$ cat config.mk
export PLATFORM = sky130hd
export DESIGN_NAME = mem_wb_stage
export DESIGN_NICKNAME = d
export VERILOG_FILES = /design/src/rtl/mem_wb_stage.sv
export SDC_FILE = /design/constraint.sdc
export NUM_CORES = 1
export LEC_CHECK = 0
export CAP_MARGIN = 30
export CORE_ASPECT_RATIO = 1.75
export CORE_MARGIN = 2
export CORE_UTILIZATION = 30
export DETAILED_ROUTE_END_ITERATION = 10
export PLACE_DENSITY = 0.62
export SYNTH_ARGS = -nofsm -noshare
export SYNTH_HDL_FRONTEND = slang
export SYNTH_SLANG_ARGS = --single-unit
$ cat constraint.sdc
create_clock -name clk -period 2.8 [get_ports clk]
set_input_delay 0.28 -clock clk [delete_from_list [all_inputs] [get_ports clk]]
set_output_delay 0.28 -clock clk [all_outputs]
set_load 0.1 [all_outputs]
$ cat src/rtl/mem_wb_stage.sv
// MEM/WB boundary: load extraction, writeback select, WB registers, misalign flag, retire counter.
// Latency: one cycle from MEM-stage inputs to WB outputs.
// Backpressure: stall holds every WB register; flush overrides stall and inserts a bubble.
module mem_wb_stage #(
  parameter int XLEN  = 32,
  parameter int CNT_W = 32
) (
  input  logic             clk,
  input  logic             rst,
  input  logic             stall,
  input  logic             flush,
  input  logic             mem_valid,
  input  logic             reg_write_in,
  input  logic [1:0]       wb_sel,
  input  logic [2:0]       funct3,
  input  logic [4:0]       rd_in,
  input  logic [XLEN-1:0]  ALU_result,
  input  logic [XLEN-1:0]  mem_data,
  input  logic [XLEN-1:0]  pc_plus4,
  output logic             wb_valid,
  output logic             wb_reg_write,
  output logic [4:0]       wb_rd,
  output logic [XLEN-1:0]  wb_data,
  output logic             misalign_err,
  output logic [XLEN-1:0]  misalign_addr,
  output logic [CNT_W-1:0] retire_count
);

  localparam logic [2:0] F3_LB  = 3'b000;
  localparam logic [2:0] F3_LH  = 3'b001;
  localparam logic [2:0] F3_LBU = 3'b100;
  localparam logic [2:0] F3_LHU = 3'b101;

  localparam logic [1:0] SEL_LOAD = 2'b01;
  localparam logic [1:0] SEL_LINK = 2'b10;

  logic [1:0]      off;
  logic [7:0]      load_byte;
  logic [15:0]     load_half;
  logic [XLEN-1:0] load_data;
  logic [XLEN-1:0] sel_data;
  logic            misaligned;
  logic            advance;

  assign off = ALU_result[1:0];

  // A register update only happens on an edge that is neither flushed nor stalled.
  assign advance = !flush && !stall;

  // Pick the addressed byte/half out of the aligned memory word.
  always_comb begin
    load_byte = mem_data[7:0];
    case (off)
      2'd0: load_byte = mem_data[7:0];
      2'd1: load_byte = mem_data[15:8];
      2'd2: load_byte = mem_data[23:16];
      2'd3: load_byte = mem_data[31:24];
      default: load_byte = mem_data[7:0];
    endcase
    load_half = off[1] ? mem_data[31:16] : mem_data[15:0];
  end

  // Sign/zero extension by load type; any undefined encoding behaves as lw.
  always_comb begin
    load_data = mem_data;
    case (funct3)
      F3_LB:   load_data = {{(XLEN-8){load_byte[7]}}, load_byte};
      F3_LBU:  load_data = {{(XLEN-8){1'b0}}, load_byte};
      F3_LH:   load_data = {{(XLEN-16){load_half[15]}}, load_half};
      F3_LHU:  load_data = {{(XLEN-16){1'b0}}, load_half};
      default: load_data = mem_data;
    endcase
  end

  // Misalignment check: halves need even addresses, words (and lw-like encodings) need word alignment.
  always_comb begin
    misaligned = 1'b0;
    if (mem_valid && wb_sel == SEL_LOAD) begin
      case (funct3)
        F3_LB, F3_LBU: misaligned = 1'b0;
        F3_LH, F3_LHU: misaligned = off[0];
        default:       misaligned = (off != 2'b00);
      endcase
    end
  end

  // Writeback source select; the reserved encoding falls back to the ALU value.
  always_comb begin
    sel_data = ALU_result;
    case (wb_sel)
      SEL_LOAD: sel_data = load_data;
      SEL_LINK: sel_data = pc_plus4;
      default:  sel_data = ALU_result;
    endcase
  end

  // WB pipeline register: flush kills the valid/write bits, stall freezes everything.
  always_ff @(posedge clk or posedge rst) begin
    if (rst) begin
      wb_valid     <= 1'b0;
      wb_reg_write <= 1'b0;
      wb_rd        <= 5'd0;
      wb_data      <= '0;
    end else if (flush) begin
      wb_valid     <= 1'b0;
      wb_reg_write <= 1'b0;
    end else if (!stall) begin
      wb_valid     <= mem_valid;
      wb_reg_write <= mem_valid && reg_write_in && (rd_in != 5'd0) && !misaligned;
      wb_rd        <= rd_in;
      wb_data      <= sel_data;
    end
  end

  // Sticky misalign flag: only the first offending address is kept until reset.
  always_ff @(posedge clk or posedge rst) begin
    if (rst) begin
      misalign_err  <= 1'b0;
      misalign_addr <= '0;
    end else if (advance && misaligned && !misalign_err) begin
      misalign_err  <= 1'b1;
      misalign_addr <= ALU_result;
    end
  end

  // Retired-instruction counter, wraps naturally at its width.
  always_ff @(posedge clk or posedge rst) begin
    if (rst) begin
      retire_count <= '0;
    end else if (advance && mem_valid) begin
      retire_count <= retire_count + {{(CNT_W-1){1'b0}}, 1'b1};
    end
  end

endmodule

==> flow_summary.ini, run 1 <==
[critical_path]
required_ns = 3.02
end_kind = flip-flop
critPathLaunch = mem_valid
critPathKind = input port to flip-flop
startpoint_type = input port
crit_arrival_ns = 2.51
reg2reg_from = retire_count[1]
cp_max_fo = 5

[min_path]
hold_class = input port to asynchronous set/reset pin

[drt]
wl_per_cell_microns = 20.5
first_pass_iters = 4
drcViolationCount = 0
routed_via_density = 5.23
num_vias = 5045
drt_iter0_markers = 236
postRouteAntennaNets = 0
wl_microns = 19700

[clock_tree]
h-tree-depth = 3
cts_tree = done
ctsResizeCount = 0
clock_latency_ns = 0.34
postCtsHoldBufs = 0
cts_sinks = 104
cts_made_buffers = 9
root_buffer = clkbuf_16
path_clk_slew_ns = 0.07
post_cts_buffers = 0
clockBufferDepth = 2

[die]
ios = 216
coreArea_sq_um = 16900
initial_core_util = 0.306
die_w_microns = 103
std_cell_rows = 63
die_h_microns = 178
dieArea_sq_um = 18400

[yosys]
synth_cell_type_count = 41
netlist_area_sq_um = 5190
ys.flop_type = dfrtp_1
synth_edf_count = 0
synthArstFlopShare = 1.00
ys_seq_area_frac = 0.501
ys_ff_latch = 104
synthCells = 518
yosys_warnings = 0
syn_nets = 633
syn_area_per_cell_sq_um = 10.0

[global_route]
grtUsageMet2 = 0.387
antenna_found_initial = 0
grt_usage = 0.215
overflow = 0
grt_busiest_layer = met2
grt_max_degree = 39
grt_pass1_wl_microns = 29300
met1_usage = 0.232
grt_pass1_vias = 5232
grt_util_met3 = 0.0451

[sta]
setup_tns_ns = 0
worst_hold_slack_ns = 0.461
rsz0062_at_grt = false
fin_ws_ns = 0.514
fin_crit_ns = 2.29
worst_slew_pin_slew_ns = 0.980
drv_slew = 0
slew_headroom = 0.345
setup_viol = 0
max_freq_ghz = 0.437
hold_viol = 0
worst_clock_skew_ns = 0.0108
period_share = 0.816

[power]
finalPower_mw = 6.09
peakVddDrop_uv = 568
pwr_density_cell_nw_per_um2 = 784
p_leak_nw = 3.40

[place]
pre_cts_ws_ns = 0.172
hpwl_microns = 15400
gp_congestion = 0.879
io_buffers = 215

[layout]
syn_to_final_growth_pct = 49.6
diodes = 0
layout-drive-gt1-share = 0.259
nNetsFinal = 847
final_core_util = 0.458

[run]
cap_viol_max_count = 0

[outcome]
status = finished clean
synthesized netlist by cell type (10+ instances only):
cell | number | share of area
nor2_1 | 31 | 0.022
nand2_1 | 58 | 0.042
xnor2_1 | 22 | 0.037
dfrtp_1 | 104 | 0.50
mux2_2 | 40 | 0.087
or3_1 | 12 | 0.014
a21oi_1 | 28 | 0.027
nand4_1 | 10 | 0.012
clkbuf_1 | 32 | 0.023
o21ai_0 | 34 | 0.033
a221oi_1 | 14 | 0.024
nand3_1 | 11 | 0.011
o211ai_1 | 10 | 0.014
o22ai_1 | 34 | 0.041
inv_1 | 14 | 0.010
worst paths after layout:
kind	end	slack, ns	cells past startpoint
max	retire_count[29]	0.51	6
min	wb_data[17]	0.46	2
max reg2reg	retire_count[20]	0.60	6
min reg2reg	wb_rd[2]	0.48	2
max in group asynchronous	misalign_addr[31]	1.67	3
min in group clk	wb_rd[2]	0.48	2
placed cells by master, fill, tap and decap left out, types with 3 or more instances in the layout:
cell type and instances:
nand4_1 10, clkbuf_16 9, and4_1 3, buf_4 125, clkdlybuf4s50_1 111, xnor2_1 22
inv_6 3, ha_1 3, xor2_1 9, nand2_1 58, a221oi_1 14, inv_1 13
a21oi_1 28, nand2b_1 4, mux2i_1 5, mux2_2 40, o221ai_1 9, nand3_1 11
o22ai_1 34, nor2_1 29, nor3_1 3, o21ai_0 34, o211ai_1 10, dfrtp_1 103
or3_1 12, a31oi_1 3
logic make-up (layout without fill, tap and decap cells):
family | Yosys count | in the layout | share of synthesized area
xor+xnor | 31 | 31 | 0.0523
fa+ha+maj | 3 | 3 | 0.00723
buf+inv | 49 | 268 | 0.0357
compound gates | 138 | 138 | 0.167
mux | 45 | 45 | 0.0964
flops | 104 | 104 | 0.501
simple gates | 148 | 148 | 0.140
routing by layer:
layer  routed length, microns  vias to the layer above  part of all wire
met1                     7040                     2468              0.36
met4                      947                        0             0.048
met3                     1150                       47             0.059
li1                         -                     2315                 -
met5                        0                        -                 0
met2                    10600                      215              0.54
metrics by stage:
step	area (sq um)	cells
after floorplan	5200	518
after global placement	7450	948
after detailed placement	7450	948
after CTS	7770	964
after global routing	7770	964
final	7770	964
critical path: stages:
cell and delay, ns:
clkdlybuf4s50_1 0.47, or3b_1 0.43, or4_1 0.60, nor4b_4 0.42
nand4_1 0.16, xnor2_1 0.15
sequential cells by signal (all words and copies together), names as in the netlist:
name and flops:
wb_valid 1, retire_count 32, wb_rd 5, wb_reg_write 1, misalign_err 1, wb_data 32, misalign_addr 32
power by group:
part	switching (mW)	internal [mW]
clock	0.599	0.753
combinational	2.17	0.665
sequential	0.173	1.73
area by class of cell:
class                           count  area [sq um]
Clock buffer                       11           253
Clock inverter                      5          61.3
Inverter                           14          56.3
Timing Repair Buffer              238          2090
Sequential cell                   104          2600
Fill cell                        1643          9180
Multi-Input combinational cell    365          2420
Tap cell                          227           284
(Power assumes the default switching activity.)
==> inputs of run 2 (changes only) <==
PLACE_DENSITY = 0.6   (was 0.62)
clock period = 2.3 ns   (was 2.8 ns; I/O delays follow)
==> run 2 against run 1 <==
Via count grew 0.73%. Cell count grew 1.6%. Clock power grew 29%. Sequential power grew 22%. Die area is the same. Critical endpoint unchanged. Setup slack lost 0.41 ns. First-iteration DRC count shrank 11%.
==> flow_summary.ini, run 2 (same netlist as run 1, synthesis figures left out) <==
[outcome]
status = finished clean

[clock_tree]
path_clk_slew_ns = 0.07
clock_latency_ns = 0.34
cts_made_buffers = 9
cts_sinks = 104
postCtsHoldBufs = 0
root_buffer = clkbuf_16
clockBufferDepth = 2
cts_tree = done
h-tree-depth = 3

[layout]
final_common_cell = buf_4
syn_to_final_growth_pct = 53.2
diodes = 0
layout-drive-gt1-share = 0.286
final_cell_mix = 138 x buf_4, 111 x clkdlybuf4s50_1, 95 x dfrtp_1
nNetsFinal = 862
reg.largest.list = misalign_addr: 32 flops, retire_count: 32 flops, wb_data: 32 flops

[drt]
num_vias = 5082
drt_iter0_markers = 211
routed_via_density = 5.19
postRouteAntennaNets = 0
first_pass_iters = 5
wl_per_cell_microns = 20.2
wl_microns = 19800
drcViolationCount = 0

[min_path]
hold_class = input port to asynchronous set/reset pin

[power]
peakVddDrop_uv = 471
p_leak_nw = 3.50
finalPower_mw = 7.53
pwr_density_cell_nw_per_um2 = 947

[die]
die_h_microns = 178
std_cell_rows = 63
die_w_microns = 103
initial_core_util = 0.306
dieArea_sq_um = 18400
coreArea_sq_um = 16900
ios = 216

[critical_path]
cp_top_family = simple AND/OR/NAND/NOR gates
path_buf_inv = 1
startpoint_type = input port
slowest_delay_ns = 0.59
r2r_slack_ns = 0.27
critPathKind = input port to flip-flop
crit_chain = clkdlybuf4s50_1, or3b_1, or4_1, nor4b_4, nand4_1, xnor2_1
crit_arrival_ns = 2.43
end_kind = flip-flop
required_ns = 2.53
cp_max_fo = 5
cp_slowest_cell = or4_1

[sta]
drv_slew = 0
fin_ws_ns = 0.105
setup_tns_ns = 0
slew_headroom = 0.373
worst_hold_slack_ns = 0.353
fin_crit_ns = 2.20
setup_viol = 0
rsz0062_at_grt = false
hold_viol = 0
worst_slew_pin_slew_ns = 0.939
period_share = 0.954
max_freq_ghz = 0.456
worst_clock_skew_ns = 0.00699

[global_route]
overflow = 0
grt_usage = 0.214
grt_max_degree = 61
grt_pass1_wl_microns = 29600
antenna_found_initial = 0
grt_pass1_vias = 5230

[place]
io_buffers = 215
pre_cts_ws_ns = -0.258
gp_congestion = 0.869
hpwl_microns = 15200

[run]
cap_viol_max_count = 0
## run 2: changes by cell type in the layout (fill, tap and decap cells not counted), sizes merged
cell / delta
inv: -1
bufinv: +1
buf: +15
## run 2: worst min-delay path, delay by kind of cell
kind	cells	cell delay, ns
buffers and inverters	3	0.83
## run 2: through the flow
stage	instance area, sq um	instances	utilization
final	7960	979	0.469
after global routing	7960	979	0.469
after CTS	7950	979	0.469
after detailed placement	7610	963	0.449
after global placement	7610	963	0.449
after floorplan	5220	518	-
## run 2: worst paths after layout
check,endpoint,depth (start not counted),start
worst min-delay path,misalign_addr[31],3,rst
worst max register to register,retire_count[16],7,retire_count[0]
max in group asynchronous,retire_count[4],3,rst
worst min register to register,retire_count[7],1,retire_count[7]
min in group clk,wb_rd[3],3,rd_in[3]
worst max-delay path,retire_count[29],6,mem_valid
## run 2: power by group
group / switching (mW) / internal [mW]
clock network: 0.711 / 1.02
logic: 2.65 / 0.829
registers: 0.208 / 2.11
total: 3.57 / 3.97
## run 2: layout make-up
cell class	instances	area, sq um
fillers	1637	8990
flip-flops and latches	104	2610
multi-input cells	365	2430
repair buffers	253	2230
well taps	227	284
clock buffers	11	253
clock inverters	5	86.3
inverters	14	56.3
## run 2: layer usage
layer,vias up,track usage,wire length [microns],part of all wire
li1,2351,-,-,-
met1,2485,0.242,7230,0.37
met2,207,0.379,10600,0.53
met3,39,0.0384,1170,0.059
met4,0,0.103,803,0.041
met5,-,0,0,0
## run 2: repair_timing
action	in CTS	in global routing
endpoints found under the setup margin	0	3
setup buffers	0	0
gates resized for setup	0	1
==> inputs of run 3 (changes only) <==
CTS_CLUSTER_SIZE = 10   (was default)
==> results of run 3 <==
Same layout as run 2: the final DEF is identical, and so are final timing and power.
